<file path="config.mk">
export PLATFORM = sky130hd
export DESIGN_NAME = fifo_asr_flat
export DESIGN_NICKNAME = d
export VERILOG_FILES = /design/src/rtl/fifo_asr_pkg.sv /design/src/rtl/fifo_asr_if.sv /design/src/rtl/fifo_asr_ptr.sv /design/src/rtl/fifo_asr.sv /design/src/flat_wrapper.sv
export SDC_FILE = /design/constraint.sdc
export NUM_CORES = 1
export LEC_CHECK = 0
export ABC_AREA = 1
export CORE_MARGIN = 8
export CORE_UTILIZATION = 55
export CTS_CLUSTER_SIZE = 10
export DETAILED_ROUTE_END_ITERATION = 8
export PLACE_DENSITY = 0.73
export SLEW_MARGIN = 20
export SYNTH_ARGS = -nofsm -noshare
export SYNTH_HDL_FRONTEND = slang
export SYNTH_HIERARCHICAL = 1
export SYNTH_SLANG_ARGS = --single-unit
</file>
<file path="constraint.sdc">
create_clock -name clk -period 3.2 [get_ports clk]
set_input_delay 0.64 -clock clk [delete_from_list [all_inputs] [get_ports clk]]
set_output_delay 0.64 -clock clk [all_outputs]
set_load 0.005 [all_outputs]
</file>
<file path="src/rtl/fifo_asr_pkg.sv">
// Shared constants and helpers for the fifo_asr one-hot-pointer FIFO.
// Error-flag indices are used only when FIFO_ASR_ERR_EN is defined.
package fifo_asr_pkg;

    localparam int ERR_OVF = 0;
    localparam int ERR_UDF = 1;

    // Width of an occupancy counter that must hold 0..n inclusive.
    function automatic int level_w(input int n);
        return $clog2(n + 1);
    endfunction

endpackage

</file>
<file path="src/rtl/fifo_asr_if.sv">
// Push/pop/flush bus and registered status of fifo_asr.
// The master drives requests; the slave (the FIFO) drives data and status.
interface fifo_asr_if #(
    parameter int W = 32,
    parameter int N = 16
);
    localparam int LW = fifo_asr_pkg::level_w(N);

    // A push is taken when push=1 and the FIFO is not full, or is full but a
    // pop is taken in the same cycle. A pop is taken when pop=1 and the FIFO
    // is not empty, which pop_data_valid reports. pop_data is show-ahead, and
    // flush overrides both requests.
    logic          flush;
    logic          push;
    logic [W-1:0]  push_data;
    logic          pop;
    logic          pop_data_valid;
    logic [W-1:0]  pop_data;
    logic          empty_r;
    logic          full_r;
    logic          almost_empty_r;
    logic          almost_full_r;
    logic [LW-1:0] level_r;
    logic          overflow_r;
    logic          underflow_r;

    modport master (
        output flush, push, push_data, pop,
        input  pop_data_valid, pop_data, empty_r, full_r,
               almost_empty_r, almost_full_r, level_r, overflow_r, underflow_r
    );

    modport slave (
        input  flush, push, push_data, pop,
        output pop_data_valid, pop_data, empty_r, full_r,
               almost_empty_r, almost_full_r, level_r, overflow_r, underflow_r
    );

endinterface

</file>
<file path="src/rtl/fifo_asr_ptr.sv">
// One-hot pointer register: returns to bit 0 on rst or clear, and rotates
// left by one position on each advance.
module fifo_asr_ptr #(
    parameter int N = 16
) (
    input  logic         clk,
    input  logic         rst,
    input  logic         clear,
    input  logic         adv,
    output logic [N-1:0] ptr
);

    always_ff @(posedge clk) begin
        if (rst || clear) begin
            ptr <= N'(1);
        end else if (adv) begin
            ptr <= {ptr[N-2:0], ptr[N-1]};
        end
    end

endmodule

</file>
<file path="src/rtl/fifo_asr.sv">
// fifo_asr: single-clock show-ahead FIFO with one-hot pointers and registered status.
// Define FIFO_ASR_ERR_EN to enable sticky overflow/underflow flags.
module fifo_asr
    import fifo_asr_pkg::*;
#(
    parameter int W  = 32,
    parameter int N  = 16,
    parameter int AF = N - 2,
    parameter int AE = 1
) (
    input logic       clk,
    input logic       rst,
    fifo_asr_if.slave bus
);

    localparam int LW = level_w(N);
    localparam logic [LW-1:0] N_L  = LW'(N);
    localparam logic [LW-1:0] AF_L = LW'(AF);
    localparam logic [LW-1:0] AE_L = LW'(AE);

    generate
        if (N < 2 || AE >= AF) begin : g_bad_cfg
            $error("fifo_asr: illegal configuration (need N >= 2 and AE < AF)");
        end
    endgenerate

    logic [N-1:0]  wr_ptr;
    logic [N-1:0]  rd_ptr;
    logic          push_acc;
    logic          pop_acc;
    logic [LW-1:0] level_r;
    logic [LW-1:0] level_nxt;
    logic          empty_r;
    logic          full_r;
    logic          almost_empty_r;
    logic          almost_full_r;
    logic [W-1:0]  mem [N];
    logic [W-1:0]  head;

    // A full FIFO can still accept a push when the same cycle frees the head slot.
    assign pop_acc  = bus.pop & ~bus.flush & ~empty_r;
    assign push_acc = bus.push & ~bus.flush & (~full_r | pop_acc);

    fifo_asr_ptr #(.N(N)) u_wr_ptr (
        .clk   (clk),
        .rst   (rst),
        .clear (bus.flush),
        .adv   (push_acc),
        .ptr   (wr_ptr)
    );

    fifo_asr_ptr #(.N(N)) u_rd_ptr (
        .clk   (clk),
        .rst   (rst),
        .clear (bus.flush),
        .adv   (pop_acc),
        .ptr   (rd_ptr)
    );

    always_ff @(posedge clk) begin
        for (int i = 0; i < N; i++) begin
            if (push_acc && wr_ptr[i]) begin
                mem[i] <= bus.push_data;
            end
        end
    end

    always_comb begin
        head = '0;
        for (int i = 0; i < N; i++) begin
            if (rd_ptr[i]) begin
                head = head | mem[i];
            end
        end
    end

    always_comb begin
        if (bus.flush) begin
            level_nxt = '0;
        end else begin
            level_nxt = level_r + LW'(push_acc) - LW'(pop_acc);
        end
    end

    // Every status flag is registered from the next-state level, so all of
    // them change on the same edge as level_r.
    always_ff @(posedge clk) begin
        if (rst) begin
            level_r        <= '0;
            empty_r        <= 1'b1;
            full_r         <= 1'b0;
            almost_empty_r <= 1'b1;
            almost_full_r  <= 1'b0;
        end else begin
            level_r        <= level_nxt;
            empty_r        <= (level_nxt == '0);
            full_r         <= (level_nxt == N_L);
            almost_empty_r <= (level_nxt <= AE_L);
            almost_full_r  <= (level_nxt >= AF_L);
        end
    end

`ifdef FIFO_ASR_ERR_EN
    logic [ERR_UDF:0] err_r;

    // Sticky until rst; flush deliberately leaves the flags alone.
    always_ff @(posedge clk) begin
        if (rst) begin
            err_r <= '0;
        end else begin
            if (bus.push && !bus.flush && full_r && !pop_acc) begin
                err_r[ERR_OVF] <= 1'b1;
            end
            if (bus.pop && !bus.flush && empty_r) begin
                err_r[ERR_UDF] <= 1'b1;
            end
        end
    end

    assign bus.overflow_r  = err_r[ERR_OVF];
    assign bus.underflow_r = err_r[ERR_UDF];
`else
    assign bus.overflow_r  = 1'b0;
    assign bus.underflow_r = 1'b0;
`endif

    assign bus.pop_data_valid = pop_acc;
    assign bus.pop_data       = empty_r ? '0 : head;
    assign bus.empty_r        = empty_r;
    assign bus.full_r         = full_r;
    assign bus.almost_empty_r = almost_empty_r;
    assign bus.almost_full_r  = almost_full_r;
    assign bus.level_r        = level_r;

endmodule

</file>
<file path="src/flat_wrapper.sv">
// flat-port wrapper written by rule: the top's interface ports become plain ports
module fifo_asr_flat import fifo_asr_pkg::*;
#(
    parameter int W  = 32,
    parameter int N  = 16,
    parameter int AF = N - 2,
    parameter int AE = 1
)
  (clk, rst, bus_flush, bus_push, bus_push_data, bus_pop, bus_pop_data_valid, bus_pop_data, bus_empty_r, bus_full_r, bus_almost_empty_r, bus_almost_full_r, bus_level_r, bus_overflow_r, bus_underflow_r);
  fifo_asr_if #(.W(W), .N(N)) bus_i ();
  input logic clk;
  input logic rst;
  input wire logic [$bits(bus_i.flush)-1:0] bus_flush;
  input wire logic [$bits(bus_i.push)-1:0] bus_push;
  input wire logic [$bits(bus_i.push_data)-1:0] bus_push_data;
  input wire logic [$bits(bus_i.pop)-1:0] bus_pop;
  output wire logic [$bits(bus_i.pop_data_valid)-1:0] bus_pop_data_valid;
  output wire logic [$bits(bus_i.pop_data)-1:0] bus_pop_data;
  output wire logic [$bits(bus_i.empty_r)-1:0] bus_empty_r;
  output wire logic [$bits(bus_i.full_r)-1:0] bus_full_r;
  output wire logic [$bits(bus_i.almost_empty_r)-1:0] bus_almost_empty_r;
  output wire logic [$bits(bus_i.almost_full_r)-1:0] bus_almost_full_r;
  output wire logic [$bits(bus_i.level_r)-1:0] bus_level_r;
  output wire logic [$bits(bus_i.overflow_r)-1:0] bus_overflow_r;
  output wire logic [$bits(bus_i.underflow_r)-1:0] bus_underflow_r;
  assign bus_i.flush = bus_flush;
  assign bus_i.push = bus_push;
  assign bus_i.push_data = bus_push_data;
  assign bus_i.pop = bus_pop;
  assign bus_pop_data_valid = bus_i.pop_data_valid;
  assign bus_pop_data = bus_i.pop_data;
  assign bus_empty_r = bus_i.empty_r;
  assign bus_full_r = bus_i.full_r;
  assign bus_almost_empty_r = bus_i.almost_empty_r;
  assign bus_almost_full_r = bus_i.almost_full_r;
  assign bus_level_r = bus_i.level_r;
  assign bus_overflow_r = bus_i.overflow_r;
  assign bus_underflow_r = bus_i.underflow_r;
  fifo_asr #(.W(W), .N(N), .AF(AF), .AE(AE)) u_core (.clk(clk), .rst(rst), .bus(bus_i));
endmodule
</file>
==> out/qor.yml, run 1 <==
status: "complete, no violations"
ir_worst_vdd_v: 0.000538
worst_path_most_repeated_cell: "nor2_1"
cts_setup_buffers: 0
ys_types: 27
ios: 81
path_cells: "buf_12 > a22o_1 > nor2_1 > nand2_1 > nor2_1 > nor2_1 > clkdlybuf4s50_1"
hold_buffers: 0
cts_max_level: 2
first_pass_iters: 5
numCtsBuffers: 61
power.density_mw_per_mm2: 621
r2r_slack_ns: 0.91
min-delay-start: "u_core/u_wr_ptr/ptr[14]"
hold_depth: 2
rows: 71
hold_slack_ns: 0.489
synth_area_sq_mm: 0.0210
synth_compound_area_share_pct: 9.24
arrival_ns: 2.48
slowest_stage: "dfxtp_2"
fin_setup_tns_ns: 0
antenna-diode-count: 0
syn_to_final_growth_pct: 17.6
cts_root_buffer: "clkbuf_16"
dieArea_sq_mm: 0.0446
antenna_found_initial: 0
period_share_pct: 97.6
track_usage_pct: 23.1
die_w_um: 211
vias_per_cell: 5.82
setup_violations: 0
netlist_top_cells_area: "edfxtp_1 (73%), a22o_1 (9.1%), nand2_1 (4.4%), nor2_1 (4.3%), dfxtp_1 (3.9%)"
io_buffers: 78
leakage_nw: 8.48
tightest_slew_ns: 0.636
hp-class: "flop to flop"
dpl_cell_area_sq_mm: 0.0228
worst_skew_pair.late_latency_ns: 0.60
slew_headroom_pct: 57.5
worstPathMaxFanout: 24
syn_avg_cell_area_sq_um: 14.5
r2r_end: "u_core/bus.full_r"
yosys_warnings: 6
fill_cells: 2586
grt_max_degree: 35
cp_top_family: "buffers and inverters"
path_buf_inv: 2
dpl.hpwl_mm: 27.7
synth_fa_ha_area_share_pct: 0.394
end_kind: "output port"
synth-simple-area-share_pct: 10.3
grt_pass1_wl_mm: 76.7
first_global_vias: 12400
synthCells: 1448
place.gp.congestion: 0.761
synth_top_area_share_pct: 73.3
path_class: "flop to output port"
core_sq_mm: 0.0376
r2r-start: "u_core/bus.empty_r"
design_area_sq_mm: 0.0247
cp-start-kind: "flop"
synth_top_family_by_area: "simple AND/OR/NAND/NOR gates"
clock-sinks: 553
final_util_pct: 65.6
max_stage_delay_ns: 0.58
cp_num_cells: 7
clk_pin_slew_ns: 0.05
die_h_um: 211
yosysTopAreaCell: "edfxtp_1"
holdPathEnd: "u_core/u_wr_ptr/ptr[14]"
routed_wirelength_mm: 52.2
drtIter0Drc: 1170
drcViolationCount: 0
synth_sequential_area_ratio_pct: 77.2
ant_nets: 0
nNetsFinal: 1623
rsz0062_at_grt: "no"
maxCapViolCount: 0
reg2regPathDepth: 15
synth_seq_cells: 553
start_util_pct: 55.8
cts_tree: "built"
fmax_mhz: 320
worstPathRequired_ns: 2.56
finalMaxSlewViolations: 0
grt-ovfl-total: 0
drive_gt1_share_pct: 11.4
synthXorXnorAreaFrac_pct: 0.0418
cts_buffer_depth: 3
wire_per_inst_um: 24.4
finalClockSkew_ns: 0.0264
period_needed_ns: 3.12
synth_mux_area_share_pct: 0
hold_violations: 0
num_vias: 12500
## worst reg2reg max path: stages, from the launching register on
cell	delay, ns
dfxtp_2	0.32
nor2_1	0.13
inv_2	0.06
nand2_2	0.07
nand3_4	0.06
ha_1	0.27
inv_1	0.04
ha_1	0.21
fa_1	0.44
nand3_1	0.10
nand2_1	0.06
nand2_1	0.09
nand3_2	0.11
nor2_2	0.11
nand2_1	0.06
nor2_1	0.10
## flip-flops by register name (all words and copies together) (netlist names)
register                   count
u_core/mem                   512
u_core/u_rd_ptr/ptr           16
u_core/u_wr_ptr/ptr           16
u_core/bus.level_r             5
u_core/bus.almost_empty_r      1
u_core/bus.almost_full_r       1
u_core/bus.empty_r             1
u_core/bus.full_r              1
## cell families after synthesis
kind of cell / Yosys count
other: 1
AOI/OAI and AO/OA: 224
xor gates and xnor gates: 1
adders and majority gates: 6
and+or+nand+nor: 538
buffers and inverters: 125
DFF: 553
## cells in the final DEF, fill, tap and decap left out
| cell type | n |
|---|---|
| buf_4 | 31 |
| dfxtp_4 | 7 |
| xor2_1 | 1 |
| inv_1 | 58 |
| nor2_1 | 232 |
| nand4_1 | 4 |
| buf_12 | 22 |
| clkbuf_1 | 48 |
| o22ai_1 | 1 |
| fa_1 | 1 |
| nand3_1 | 9 |
| conb_1 | 2 |
| nand2_2 | 3 |
| dfxtp_1 | 24 |
| o21ai_0 | 1 |
| clkdlybuf4s50_1 | 78 |
| nor2_4 | 18 |
| inv_2 | 4 |
| nand3_2 | 1 |
| clkbuf_8 | 2 |
| a21oi_1 | 4 |
| clkbuf_16 | 62 |
| o21ai_1 | 1 |
| nor3_1 | 1 |
| edfxtp_1 | 512 |
| nand3_4 | 1 |
| nor2_2 | 22 |
| nand2_1 | 247 |
| ha_1 | 5 |
| a22o_1 | 217 |
| clkinv_8 | 1 |
| dfxtp_2 | 10 |
| clkinv_2 | 1 |
| inv_16 | 1 |
## how the worst max path moves through the flow
| stage | to | slack, ns | startpoint |
|---|---|---|---|
| 6_report | bus_pop_data[14] | 0.08 | u_core/u_rd_ptr/ptr[11] |
| 5_1_grt | bus_pop_data[14] | 0.02 | u_core/u_rd_ptr/ptr[11] |
| 4_1_cts | bus_pop_data[16] | 0.02 | u_core/u_rd_ptr/ptr[14] |
| 3_5_place_dp | u_core/bus.full_r | 0.11 | bus_pop |
| 3_3_place_gp | u_core/bus.full_r | 0.17 | bus_pop |
| 2_1_floorplan | u_core/mem[0][0] | 0.43 | bus_pop |
## what timing repair did
| action | in CTS | in global routing |
|---|---|---|
| gates resized for setup | 2 | 6 |
| endpoints found under the setup margin | 17 | 24 |
| endpoints found under the hold margin | 0 | 0 |
## synthesized netlist by cell type, drive strengths merged
cell / number
a22o: 217
o22ai: 1
edfxtp: 512
nor3: 1
ha: 5
xor2: 1
o21ai: 2
conb: 1
clkbuf: 3
nand3: 11
buf: 60
fa: 1
a21oi: 4
dfxtp: 41
inv: 62
nand4: 4
nor2: 272
nand2: 250
## power breakdown
group | switching (W) | leakage (nW) | internal [W]
Clock | 0.00266 | 0.856 | 0.00367
Sequential | 0.0000611 | 4.96 | 0.00800
Combinational | 0.000543 | 2.66 | 0.000372
## layer usage
metal  global-route usage, %  wire length, um  vias to the layer above
met5                       0                0                        -
met4                    6.97             1250                        0
met3                    4.14             4950                       99
met2                    39.2            25700                      628
met1                    30.2            20300                     6193
li1                        -                -                     5545
## layout make-up
| cell class | count | area, sq um | area share (%) |
|---|---|---|---|
| clock buffer | 112 | 1760 | 7.13 |
| multi-input combinational | 771 | 4300 | 17.4 |
| tap | 511 | 639 | 2.59 |
| clock inverter | 3 | 41.3 | 0.167 |
| timing repair buffer | 131 | 1450 | 5.90 |
| sequential | 553 | 16200 | 65.8 |
| inverter | 62 | 233 | 0.944 |
## through the flow
step / total power [W] / instances / setup WS [ns]
3_5_place_dp: 0.00913 / 2028 / 0.105
4_1_cts: 0.0154 / 2143 / 0.0184
5_1_grt: 0.0157 / 2143 / 0.0200
2_1_floorplan: 0.00864 / 1449 / 0.428
3_3_place_gp: 0.00911 / 2028 / 0.168
6_report: 0.0153 / 2143 / 0.0769
Power figures use the tool's default switching activity.
==> inputs of run 2 (changes only) <==
Settings changed: CAP_MARGIN from default to 10.
==> results of run 2 <==
The final DEF is identical to that of run 1; final timing and power are the same.
==> inputs of run 3 (changes only) <==
Settings changed: CORE_MARGIN 8 to 4.
==> out/qor.yml, run 3 (synthesis results as in run 1) <==
nNetsFinal: 1624  # +0.062%
regMostFlops: "u_core/mem"
largest_reg_flops: 512  # unchanged
dpl.hpwl_mm: 26.7  # -3.5%
arrival_ns: 2.45  # -0.03 ns
die_w_um: 203  # -3.8%
path_class: "flop to output port"
die_h_um: 203  # -3.8%
worstPathMaxFanout: 14  # -42%
drcViolationCount: 0  # unchanged
power_frac_clock_pct: 40.3  # -1.0 points
hold_violations: 0  # unchanged
period_needed_ns: 3.09  # -0.0319 ns
place_ws_ns: 0.120  # +0.0151 ns
finalMaxSlewViolations: 0  # unchanged
cp-start-kind: "flop"
core_sq_mm: 0.0377  # +0.24%
rows: 71  # unchanged
largestRegisters: "u_core/mem: 512 flops, u_core/u_rd_ptr/ptr: 16 flops, u_core/u_wr_ptr/ptr: 16 flops"
layout_common_cells: "edfxtp_1 (512), nand2_1 (247), nor2_1 (233), a22o_1 (217), clkdlybuf4s50_1 (78)"
sw_frac_of_total_pct: 21.0  # -0.35 points
combPwrFrac_pct: 6.1  # about the same
finalWorstSetupSlack_ns: 0.109  # +0.0319 ns
worstPathRequired_ns: 2.56  # about the same
grt_pass1_wl_mm: 77.7  # +1.4%
first_pass_iters: 5  # unchanged
drive_gt1_share_pct: 11.2  # -0.18 points
grt_max_degree: 35  # unchanged
ios: 81  # unchanged
antenna_found_initial: 1  # +1
fin_setup_tns_ns: 0  # unchanged
final_common_cell: "edfxtp_1"
cts_tree: "built"
ant_nets: 0  # unchanged
power.switching_w: 0.00315  # -3.4%
worst_skew_pair.late_latency_ns: 0.59  # about the same
drtIter0Drc: 1442  # +23%
vias_per_cell: 5.88  # +1.2%
cts_setup_buffers: 0  # unchanged
power.density_mw_per_mm2: 613  # -1.2%
stdcell_count: 2133  # -0.47%
internal_power_w: 0.0119  # -1.3%
status: "complete, no violations"
cts_buffer_depth: 3  # unchanged
p_seq_share_pct: 53.5  # +0.8 points
hold_slack_ns: 0.481  # -0.00819 ns
setup_violations: 0  # unchanged
dp.cells: 2029  # +0.049%
period_share_pct: 96.6  # -1.0 points
cts_max_level: 2  # unchanged
maxCapViolCount: 0  # unchanged
num_vias: 12600  # +0.70%
dieArea_sq_mm: 0.0413  # -7.4%
first_global_vias: 12500  # +0.85%
start_util_pct: 55.7  # -0.13 points
io_buffers: 78  # unchanged
end_kind: "output port"
finalClockSkew_ns: 0.0171  # -0.00930 ns
slew_headroom_pct: 62.6  # +5.1 points
grt-ovfl-total: 0  # unchanged
antenna-diode-count: 0  # unchanged
syn_to_final_growth_pct: 17.0
numCtsBuffers: 61  # unchanged
fmax_mhz: 324  # +1.0%
clock-sinks: 553  # unchanged
wire_per_inst_um: 24.3  # -0.38%
ir_worst_vdd_v: 0.000429  # -20%
track_usage_pct: 25.0  # +1.9 points
place.gp.congestion: 0.790  # +3.9%
hp-class: "flop to flop"
leakage_nw: 8.44  # -0.45%
rsz0062_at_grt: "no"
cts_root_buffer: "clkbuf_16"
routed_wirelength_mm: 51.7  # -0.85%
clk_pin_slew_ns: 0.05  # about the same
tightest_slew_ns: 0.560  # -0.0766 ns
## run 3: cell types whose count changed in the layout (fill, tap and decap cells not counted), sizes merged
cell	delta
buf	+1
inv	+1
clkbuf	-12
## run 3: timing repair
action / 4_1_cts / 5_1_grt
endpoints found under the setup margin: 1 / 2
hold buffers: 0 / 0
gates resized for setup: 2 / 2
## run 3: routing by layer
layer	track usage (%)	part of all wire (%)	vias up
li1	-	-	5527
met3	3.69	8.8	98
met5	0	0.025	-
met1	34.8	39	6312
met4	6.65	2.3	2
met2	42.2	50	613
## run 3: path summary, 6_finish.rpt
path                           from                      to  slack [ns]  depth (start not counted)
max          u_core/u_rd_ptr/ptr[5]        bus_pop_data[23]        0.11                          7
min          u_core/u_wr_ptr/ptr[0]  u_core/u_wr_ptr/ptr[0]        0.48                          2
max reg2reg      u_core/bus.empty_r       u_core/bus.full_r        0.90                         15
min reg2reg  u_core/u_wr_ptr/ptr[0]  u_core/u_wr_ptr/ptr[0]        0.48                          2
## run 3: stage by stage
step	area (sq um)	total power [W]	util, %
finish	24500	0.0150	65.1
global route	24500	0.0155	65.1
CTS	24500	0.0151	65.1
detailed placement	22800	0.00913	60.6
global placement	22800	0.00911	60.6
floorplan	21000	0.00864	-
## run 3: critical path, cell delays in order, from the launching register on
cell and delay, ns:
dfxtp_2 0.51, buf_4 0.34, a22o_1 0.19, nor2_1 0.04, nand2_1 0.05, nor2_1 0.08
nor2_1 0.12, clkdlybuf4s50_1 0.54
## run 3: power by group through the flow
stage                     clock network (W)  registers, W  logic [W]
after floorplan                           0       0.00819   0.000449
after global placement                    0       0.00820   0.000906
after detailed placement                  0       0.00820   0.000926
after CTS                           0.00612       0.00806   0.000932
after global routing                0.00648       0.00806    0.00101
final                               0.00606       0.00806   0.000925
## run 3: layout make-up
cell class	count	area, sq um
clock inverters	4	25.0
fillers	2648	13100
clock buffers	100	1670
multi-input cells	771	4290
repair buffers	132	1450
inverters	62	233
well taps	511	639
flip-flops and latches	553	16200
